File: config.mk
export PLATFORM = sky130hd
export DESIGN_NAME = instruction_fetch_unit
export DESIGN_NICKNAME = d
export VERILOG_FILES = /design/src/rtl/ifu_pkg.sv /design/src/rtl/instruction_fetch_unit_fetch_queue.sv /design/src/rtl/instruction_fetch_unit.sv
export SDC_FILE = /design/constraint.sdc
export NUM_CORES = 1
export LEC_CHECK = 0
export ABC_AREA = 1
export BUFFER_PORTS_ARGS = -buffer_cell sky130_fd_sc_hd__buf_4
export CAP_MARGIN = 15
export CORE_MARGIN = 2
export CORE_UTILIZATION = 58
export DETAILED_ROUTE_END_ITERATION = 10
export GPL_TIMING_DRIVEN = 0
export PLACE_DENSITY = 0.8
export SLEW_MARGIN = 40
export SYNTH_ARGS = -nofsm -noshare
export SYNTH_HDL_FRONTEND = slang
export SYNTH_SLANG_ARGS = --single-unit
File: constraint.sdc
create_clock -name Clk -period 5.1 [get_ports Clk]
set_input_delay 0.51 -clock Clk [delete_from_list [all_inputs] [get_ports Clk]]
set_output_delay 0.51 -clock Clk [all_outputs]
set_load 0.005 [all_outputs]
File: src/rtl/ifu_pkg.sv
// Shared types and constants for the instruction fetch unit.
// Fetch entries carry the byte address together with the instruction word fetched from it.
package ifu_pkg;

  localparam int XLEN = 32;
  localparam logic [XLEN-1:0] PC_STEP = 32'd4;
  localparam logic [XLEN-1:0] INST_ALIGN_MASK = 32'hFFFF_FFFC;

  typedef struct packed {
    logic [XLEN-1:0] pc;
    logic [XLEN-1:0] inst;
  } fetch_entry_t;

  // Instructions are word aligned, so the two low address bits are always dropped.
  function automatic logic [XLEN-1:0] align_pc(input logic [XLEN-1:0] addr);
    return addr & INST_ALIGN_MASK;
  endfunction

endpackage

File: src/rtl/instruction_fetch_unit_fetch_queue.sv
// Synchronous FIFO that holds fetched {pc, inst} pairs on their way to decode.
// A flush empties the queue and takes priority over a push in the same cycle.
module fetch_queue
  import ifu_pkg::*;
#(
  parameter int DEPTH = 4
) (
  input  logic                   clk,
  input  logic                   rst,
  input  logic                   push,
  input  fetch_entry_t           push_data,
  input  logic                   pop,
  input  logic                   flush,
  output logic [$clog2(DEPTH):0] count,
  output fetch_entry_t           head,
  output logic                   empty
);

  localparam int AW = $clog2(DEPTH);

  fetch_entry_t   mem [DEPTH];
  logic [AW-1:0]  wr_ptr;
  logic [AW-1:0]  rd_ptr;
  logic           do_pop;
  logic           full;

  assign empty  = (count == '0);
  assign full   = (count == (AW+1)'(DEPTH));
  assign do_pop = pop && !empty;
  assign head   = mem[rd_ptr];

  // Pointers wrap naturally because DEPTH is a power of two.
  always_ff @(posedge clk) begin
    if (rst || flush) begin
      wr_ptr <= '0;
      rd_ptr <= '0;
      count  <= '0;
    end else begin
      if (push)   wr_ptr <= wr_ptr + 1'b1;
      if (do_pop) rd_ptr <= rd_ptr + 1'b1;
      count <= count + {{AW{1'b0}}, push} - {{AW{1'b0}}, do_pop};
    end
  end

  always_ff @(posedge clk) begin
    if (!rst && !flush && push) mem[wr_ptr] <= push_data;
  end

  // The credit check at issue time must make this impossible.
  overflow_chk : assert property (@(posedge clk) disable iff (rst || flush)
                                  !(push && full && !pop));

endmodule

File: src/rtl/instruction_fetch_unit.sv
// Owns the PC, issues one instruction-memory read per cycle while queue credit remains,
// and delivers {PC, instruction} pairs to decode under a valid/ready handshake.
module instruction_fetch_unit
  import ifu_pkg::*;
#(
  parameter logic [31:0] RESET_PC = 32'h0000_0000,
  parameter int          FQ_DEPTH = 4
) (
  input  logic        Clk,
  input  logic        Rst,
  output logic [31:0] ImemAddr,
  input  logic [31:0] ImemInst,
  input  logic        Redirect,
  input  logic [31:0] RedirectPC,
  output logic        OutValid,
  input  logic        OutReady,
  output logic [31:0] OutInst,
  output logic [31:0] OutPC
);

  localparam int CW = $clog2(FQ_DEPTH) + 1;

  logic [XLEN-1:0] pc_q;
  logic [XLEN-1:0] inflight_pc_q;
  logic            inflight_q;
  logic [CW-1:0]   count;
  logic [CW:0]     credits_used;
  logic            issue;
  logic            push;
  logic            pop;
  logic            empty;
  fetch_entry_t    push_data;
  fetch_entry_t    head;

  // A read in flight already owns a queue slot, so it is counted against the depth.
  assign credits_used = {1'b0, count} + {{CW{1'b0}}, inflight_q};
  assign issue        = !Redirect && (credits_used < (CW+1)'(FQ_DEPTH));

  assign push           = inflight_q && !Redirect;
  assign pop            = OutValid && OutReady;
  assign push_data.pc   = inflight_pc_q;
  assign push_data.inst = ImemInst;

  assign ImemAddr = pc_q;
  assign OutValid = !empty;
  assign OutInst  = empty ? '0 : head.inst;
  assign OutPC    = empty ? '0 : head.pc;

  always_ff @(posedge Clk) begin
    if (Rst) begin
      pc_q          <= RESET_PC;
      inflight_q    <= 1'b0;
      inflight_pc_q <= '0;
    end else if (Redirect) begin
      pc_q          <= align_pc(RedirectPC);
      inflight_q    <= 1'b0;
    end else if (issue) begin
      pc_q          <= pc_q + PC_STEP;
      inflight_q    <= 1'b1;
      inflight_pc_q <= pc_q;
    end else begin
      inflight_q    <= 1'b0;
    end
  end

  fetch_queue #(
    .DEPTH (FQ_DEPTH)
  ) u_fetch_queue (
    .clk       (Clk),
    .rst       (Rst),
    .push      (push),
    .push_data (push_data),
    .pop       (pop),
    .flush     (Redirect),
    .count     (count),
    .head      (head),
    .empty     (empty)
  );

endmodule

==> flow_summary.yaml, run 1 <==
outcome:
  status: "complete, no violations"
drt:
  first_pass_iters: 5
  drc: 0
  drt-initial-drc-count: 1113
  drt-total-wl_um: 33470
  wl_per_cell_um: 18.41
  detail-route-antenna-nets: 0
  vias: 10300
  viasPerCell: 5.666
synth:
  synth_cell_type_count: 28
  syn_area_per_cell_sq_um: 10.12
  synth_cells: 1305
  synth_top_area_share_pct: 56.41
  synth_seq_cells: 318
  ys_top_cells_by_area: "edfxtp_1, dfxtp_1, nor2_1, o21ai_0, nand2_1"
  netlist.top_cell.by_area: "edfxtp_1"
  yosysWarnings: 0
  synth-seq-area-share_pct: 67.02
  syn-cell-area_sq_um: 13200
place:
  dp_hpwl_um: 22440
  io_buffers: 156
  place_congestion: 1.008
  dpl_worst_slack_ps: 2135
global_route:
  grt_max_degree: 19
  track_usage_pct: 27.72
  antenna_found_initial: 0
  grt_pass1_wl_um: 52140
  grt_overflow: 0
  grt_pass1_vias: 10040
clocking:
  cts-buffers-inserted: 29
  cts_tree: "yes"
  cts.path.max_buffers: 3
  clock-sinks: 318
  cts_root_buffer: "clkbuf_16"
  cts_setup_buffers: 0
  path_clk_slew_ps: 60
  worstSkewPairLatency_ps: 550
  cts_resized: 0
  cts-htree-levels: 1
  holdBufCountCts: 0
power:
  p_sw_mw: 1.193
  seqPwrFrac_pct: 53.6
  total_power_mw: 5.418
  intPower_mw: 4.225
  p_leak_nw: 6.103
  switching_share_pct: 22.02
  powerDensity_nw_per_um2: 337.3
  pwr-share-comb_pct: 6.9
  p_clk_share_pct: 39.5
  ir_worst_vdd_mv: 0.2099
cells_and_area:
  mostFrequentLayoutCells: "nor2_1, edfxtp_1, o21ai_0, nand2_1, buf_4"
  antennaDiodeCount: 0
  nets: 1587
  drive_gt1_share_pct: 16.37
  fill_cells: 1521
  layout_commonest_cell: "nor2_1"
  seq_area_sq_um: 8848
  multiInputGateArea_sq_um: 3791
  area_growth_pct: 21.66
setup_path:
  crit_slowest_cell: "clkbuf_1"
  cpMostUsedCell: "clkbuf_1"
  ff2ff_path_depth: 9
  critPathLaunchType: "flop"
  cp.required_ps: 4590
  path_buf_inv: 4
  regToRegSetupSlack_ps: 2650
  crit_end: "OutPC[24]"
  path_delay_family: "buffers and inverters"
  cpPeakStageDelay_ps: 450
  crit_path_cell_trace: "clkbuf_1 > inv_2 > clkbuf_1 > nor2_1 > o21ai_0 > a21oi_1 > buf_4"
  worstSetupEndpointType: "primary output"
  crit_arrival_ps: 2630
  timing.rr.end: "u_fetch_queue.count[2]"
  crit_cells: 7
  path_max_fanout: 10
  timing.rr.start: "u_fetch_queue.count[0]"
  critical_path_class: "reg2out"
flow_run:
  maxCapViolCount: 0
floorplan:
  die_y_um: 154.9
  row_count: 55
  core_area_sq_um: 22500
  io_pins: 165
  die-area_sq_um: 23990
  die_w_um: 154.9
  start_util_pct: 58.67
sta:
  tightestPinTransition_ps: 736.4
  relSlewSlack_pct: 50.91
  fmaxAchievable_mhz: 318.7
  rsz0062_at_grt: "no"
  clock_skew_ps: 22.14
  finalHoldViolations: 0
  post-route-min-period_ps: 3138
  final.period_utilization_pct: 61.52
  setup_viol: 0
  slew_violations: 0
  worst_slack_ps: 1962
worst_hold_path:
  min_path_type: "in2reg"
cells by family after synthesis:
family,synth area share [%]
xor+xnor,0.7961
other cells,0.02840
buf+inv,4.625
fa+ha+maj,0.9098
simple gates,15.35
compound gates,11.27
flops,67.02
cells in the mapped netlist:
cell type  count
nand3_1       32
dfxtp_1       70
nand4_1        1
nand3_2        1
conb_1         1
buf_4          7
xnor2_1        2
clkbuf_1      42
buf_1          6
and2_1         1
a211oi_1       1
edfxtp_1     248
o21ai_1        1
nand2_1      163
xor2_1        10
o21ai_0      179
a21oi_1      112
nor3_2         1
fa_1           1
nor2_1       315
inv_1         76
nor3_1         1
a31oi_1        3
ha_1           8
buf_2         17
inv_2          2
nor2_4         2
nand2_2        2
registers in the layout, indices dropped and copies added, names as in the netlist, named ones only:
signal and flops:
ImemAddr 30, inflight_pc_q 30, inflight_q 1, u_fetch_queue.count 3
u_fetch_queue.mem 248, u_fetch_queue.rd_ptr 2, u_fetch_queue.wr_ptr 2
routing by layer:
metal | track usage (%) | vias up | routed length [um]
met3 | 4.123 | 60 | 3010
li1 | - | 4822 | -
met5 | 0 | - | 0
met2 | 47.39 | 591 | 16410
met4 | 8.686 | 0 | 779
met1 | 36.99 | 4828 | 13270
worst min path at each step:
stage | start | cells past startpoint | to | slack (ps)
after floorplan | u_fetch_queue.rd_ptr[1] | 2 | flop | 440
after global placement | u_fetch_queue.rd_ptr[1] | 2 | u_fetch_queue.rd_ptr[1] | 450
after detailed placement | u_fetch_queue.rd_ptr[1] | 2 | u_fetch_queue.rd_ptr[1] | 470
after CTS | ImemInst[28] | 1 | u_fetch_queue.mem[0][28] | 150
after global routing | ImemInst[28] | 1 | u_fetch_queue.mem[0][28] | 150
final | ImemInst[28] | 1 | u_fetch_queue.mem[0][28] | 160
stage by stage:
stage | cells | instance area (sq um) | TNS, ps | hold WS (ps) | utilization (%)
5_1_grt | 1818 | 16060 | 0 | 146.1 | 71.38
3_5_place_dp | 1764 | 15110 | 0 | 470.4 | 67.14
6_report | 1818 | 16060 | 0 | 158.1 | 71.38
3_3_place_gp | 1749 | 14740 | -308960 | 449.4 | 65.51
2_1_floorplan | 1308 | 13210 | 0 | 435.6 | -
4_1_cts | 1818 | 16060 | 0 | 148.5 | 71.35
worst reg2reg max path: cells and delay by family, from the launching register on:
family,cells,cell delay (ps)
adder cells (fa/ha/maj),3,840
flip-flops,1,370
AND/OR/NAND/NOR,3,830
buffers and inverters,2,110
XOR/XNOR,1,170
cell type report:
class | instances | share of cell area (%)
repair buffers | 171 | 9.395
plain buffers | 72 | 1.979
clock buffers | 40 | 5.087
well taps | 285 | 2.220
inverters | 78 | 1.823
clock inverters | 14 | 0.8024
flip-flops and latches | 318 | 55.09
multi-input cells | 840 | 23.60
power groups by stage:
stage / combinational (mW) / sequential [mW] / clock [mW]
after global routing: 0.413 / 2.91 / 2.25
after floorplan: 0.174 / 2.94 / 0
after global placement: 0.352 / 2.96 / 0
after detailed placement: 0.369 / 2.96 / 0
after CTS: 0.373 / 2.90 / 2.15
final: 0.375 / 2.90 / 2.14
Power figures use the tool's default switching activity.
==> run 2, diff against run 1 <==
ABC_AREA = 0   (was 1)
CORE_UTILIZATION = 57   (was 58)
PLACE_DENSITY = 0.79   (was 0.8)
clock period = 2.95 ns   (was 5.1 ns; I/O delays follow)
==> flow_summary.yaml, run 2 <==
clocking:
  cts-htree-levels: 1
  clock-sinks: 318
  cts_root_buffer: "clkbuf_16"
  worstSkewPairLatency_ps: 540
  cts.path.max_buffers: 3
  cts_tree: "yes"
  cts-buffers-inserted: 30
  path_clk_slew_ps: 60
  cts_setup_buffers: 0
setup_path:
  cp.required_ps: 2650
  timing.rr.end: "u_fetch_queue.count[2]"
  cpPeakStageDelay_ps: 550
  critical_path_class: "reg2out"
  regToRegSetupSlack_ps: 280
  crit_arrival_ps: 2520
  timing.rr.start: "u_fetch_queue.count[1]"
  crit_end: "OutPC[15]"
  worstSetupEndpointType: "primary output"
  path_max_fanout: 10
  ff2ff_path_depth: 10
  crit_path_cell_trace: "buf_1 > clkbuf_1 > mux4_2 > and2_1 > buf_4"
  crit_slowest_cell: "clkbuf_1"
  critPathLaunchType: "flop"
synth:
  synth_cells: 799
  synth-edff-count: 248
  yosysWarnings: 0
  synthFlopType: "edfxtp_1"
  synth.most_common_cell: "edfxtp_1"
  netlist.top_cell.by_area: "edfxtp_1"
  synth-seq-area-share_pct: 69.83
  synth_commonest_cells: "edfxtp_1, nand2_1, dfxtp_1"
  synth_top_area_share_pct: 58.77
  synthArstFlopShare_pct: 0
  ys_top_cells_by_area: "edfxtp_1, dfxtp_1, mux4_2, and2_1, nand2_1"
  synth_seq_cells: 318
  syn_area_per_cell_sq_um: 15.86
  syn-cell-area_sq_um: 12670
  synth_cell_type_count: 50
place:
  io_buffers: 157
  place_congestion: 0.8882
  dpl_worst_slack_ps: 290.9
  dp_hpwl_um: 17710
floorplan:
  die-area_sq_um: 23440
  die_y_um: 153.1
  die_w_um: 153.1
  row_count: 54
  core_area_sq_um: 21820
  io_pins: 165
  start_util_pct: 58.06
sta:
  rsz0062_at_grt: "no"
  slew_violations: 0
  fin_tns_setup_ps: 0
  final.period_utilization_pct: 95.26
  fmaxAchievable_mhz: 355.8
  relSlewSlack_pct: 56.17
  finalHoldViolations: 0
  setup_viol: 0
  tightestPinTransition_ps: 657.5
  post-route-min-period_ps: 2810
  worst_slack_ps: 139.7
  clock_skew_ps: 6.732
drt:
  viasPerCell: 5.739
  drt-initial-drc-count: 690
  first_pass_iters: 4
  detail-route-antenna-nets: 0
  drc: 0
  wl_per_cell_um: 20.62
  drt-total-wl_um: 27450
  vias: 7639
worst_hold_path:
  whs_path_depth: 3
  min_path_type: "in2reg"
global_route:
  track_usage_pct: 23.33
  grt_pass1_wl_um: 42740
  grt_overflow: 0
  grt_pass1_vias: 7809
  grt_max_degree: 37
  antenna_found_initial: 0
power:
  ir_worst_vdd_mv: 0.3639
  powerDensity_nw_per_um2: 620.4
  p_leak_nw: 5.562
cells_and_area:
  area_growth_pct: 24.42
  drive_gt1_share_pct: 29.02
  largest_reg_flops: 248
  nets: 1104
  antennaDiodeCount: 0
  largest-register: "u_fetch_queue.mem"
  layout_commonest_cell: "edfxtp_1"
  mostFrequentLayoutCells: "edfxtp_1, buf_4, nand2_1, dfxtp_1, and2_1"
outcome:
  status: "complete, no violations"
flow_run:
  maxCapViolCount: 0
[run 2: cell count changes in the layout (fill, tap and decap cells not counted), sizes merged, moves of 14 or more]
cell	previous run	this run
and2	1	69
nand3	33	12
nor2	317	34
dlygate4sd3	0	32
mux4	0	62
a21oi	112	41
buf	201	176
o21ai	180	3
nand2	165	77
inv	79	10
a211oi	1	15
[run 2: how the worst min path moves through the flow]
stage,to,slack (ps),from
3_5_place_dp,inflight_pc_q[5],490,inflight_pc_q[5]
6_report,ImemAddr[3],20,RedirectPC[3]
2_1_floorplan,u_fetch_queue.mem[0][0],390,ImemInst[0]
3_3_place_gp,u_fetch_queue.mem[3][37],480,inflight_pc_q[5]
5_1_grt,ImemAddr[3],20,RedirectPC[3]
4_1_cts,ImemAddr[3],5,RedirectPC[3]
[run 2: routing by layer]
layer / vias up / global-route usage [%] / wire, um
li1: 3481 / - / -
met1: 3767 / 31.01 / 10790
met2: 351 / 40.41 / 13960
met3: 40 / 4.338 / 2235
met4: 0 / 5.511 / 454
met5: - / 0 / 0
[run 2: cell families (layout without fill, tap and decap cells)]
logic type,count (synthesis),count (layout),share of synthesized area (%)
simple gates,246,246,10.48
compound gates,75,75,3.693
other cells,1,4,0.02960
mux,64,64,11.19
buf+inv,60,309,2.034
xor+xnor,26,26,1.797
fa+ha+maj,9,9,0.9480
flops,318,318,69.83
[run 2: critical path: cells and delay by family, from the launching register on]
kind	cells	cell delay [ps]
DFF	1	300
buffers and inverters	3	1060
and+or+nand+nor	1	200
muxes	1	410
[run 2: cell type report]
class | instances | area, sq um
Buffer | 50 | 231.5
Clock buffer | 43 | 905.9
Clock inverter | 13 | 200.2
Fill cell | 1352 | 6058
Inverter | 9 | 33.78
Multi-Input combinational cell | 424 | 3596
Sequential cell | 318 | 8848
Tap cell | 280 | 350.3
Timing Repair Buffer | 194 | 1599
[run 2: stage by stage]
step	hold slack, ps	instance area, sq um	util [%]	total power [mW]	instances
after CTS	5.248	15760	72.23	9.828	1332
after floorplan	393.9	12680	-	5.315	802
after global routing	22.20	15770	72.24	10.07	1331
after global placement	478.5	14210	65.12	5.627	1239
after detailed placement	493.6	14330	65.67	5.651	1244
final	23.73	15770	72.24	9.781	1331
[run 2: what timing repair did]
| action | in CTS | in global routing |
|---|---|---|
| endpoints found under the hold margin | 128 | 0 |
| hold buffers | 32 | 0 |
| gates resized for setup | 2 | 4 |
| setup endpoints to repair | 1 | 41 |
[run 2: power by group]
group / switching (mW) / internal [mW]
logic: 0.290 / 0.328
clock network: 1.61 / 2.58
registers: 0.0914 / 4.89
total: 1.99 / 7.79
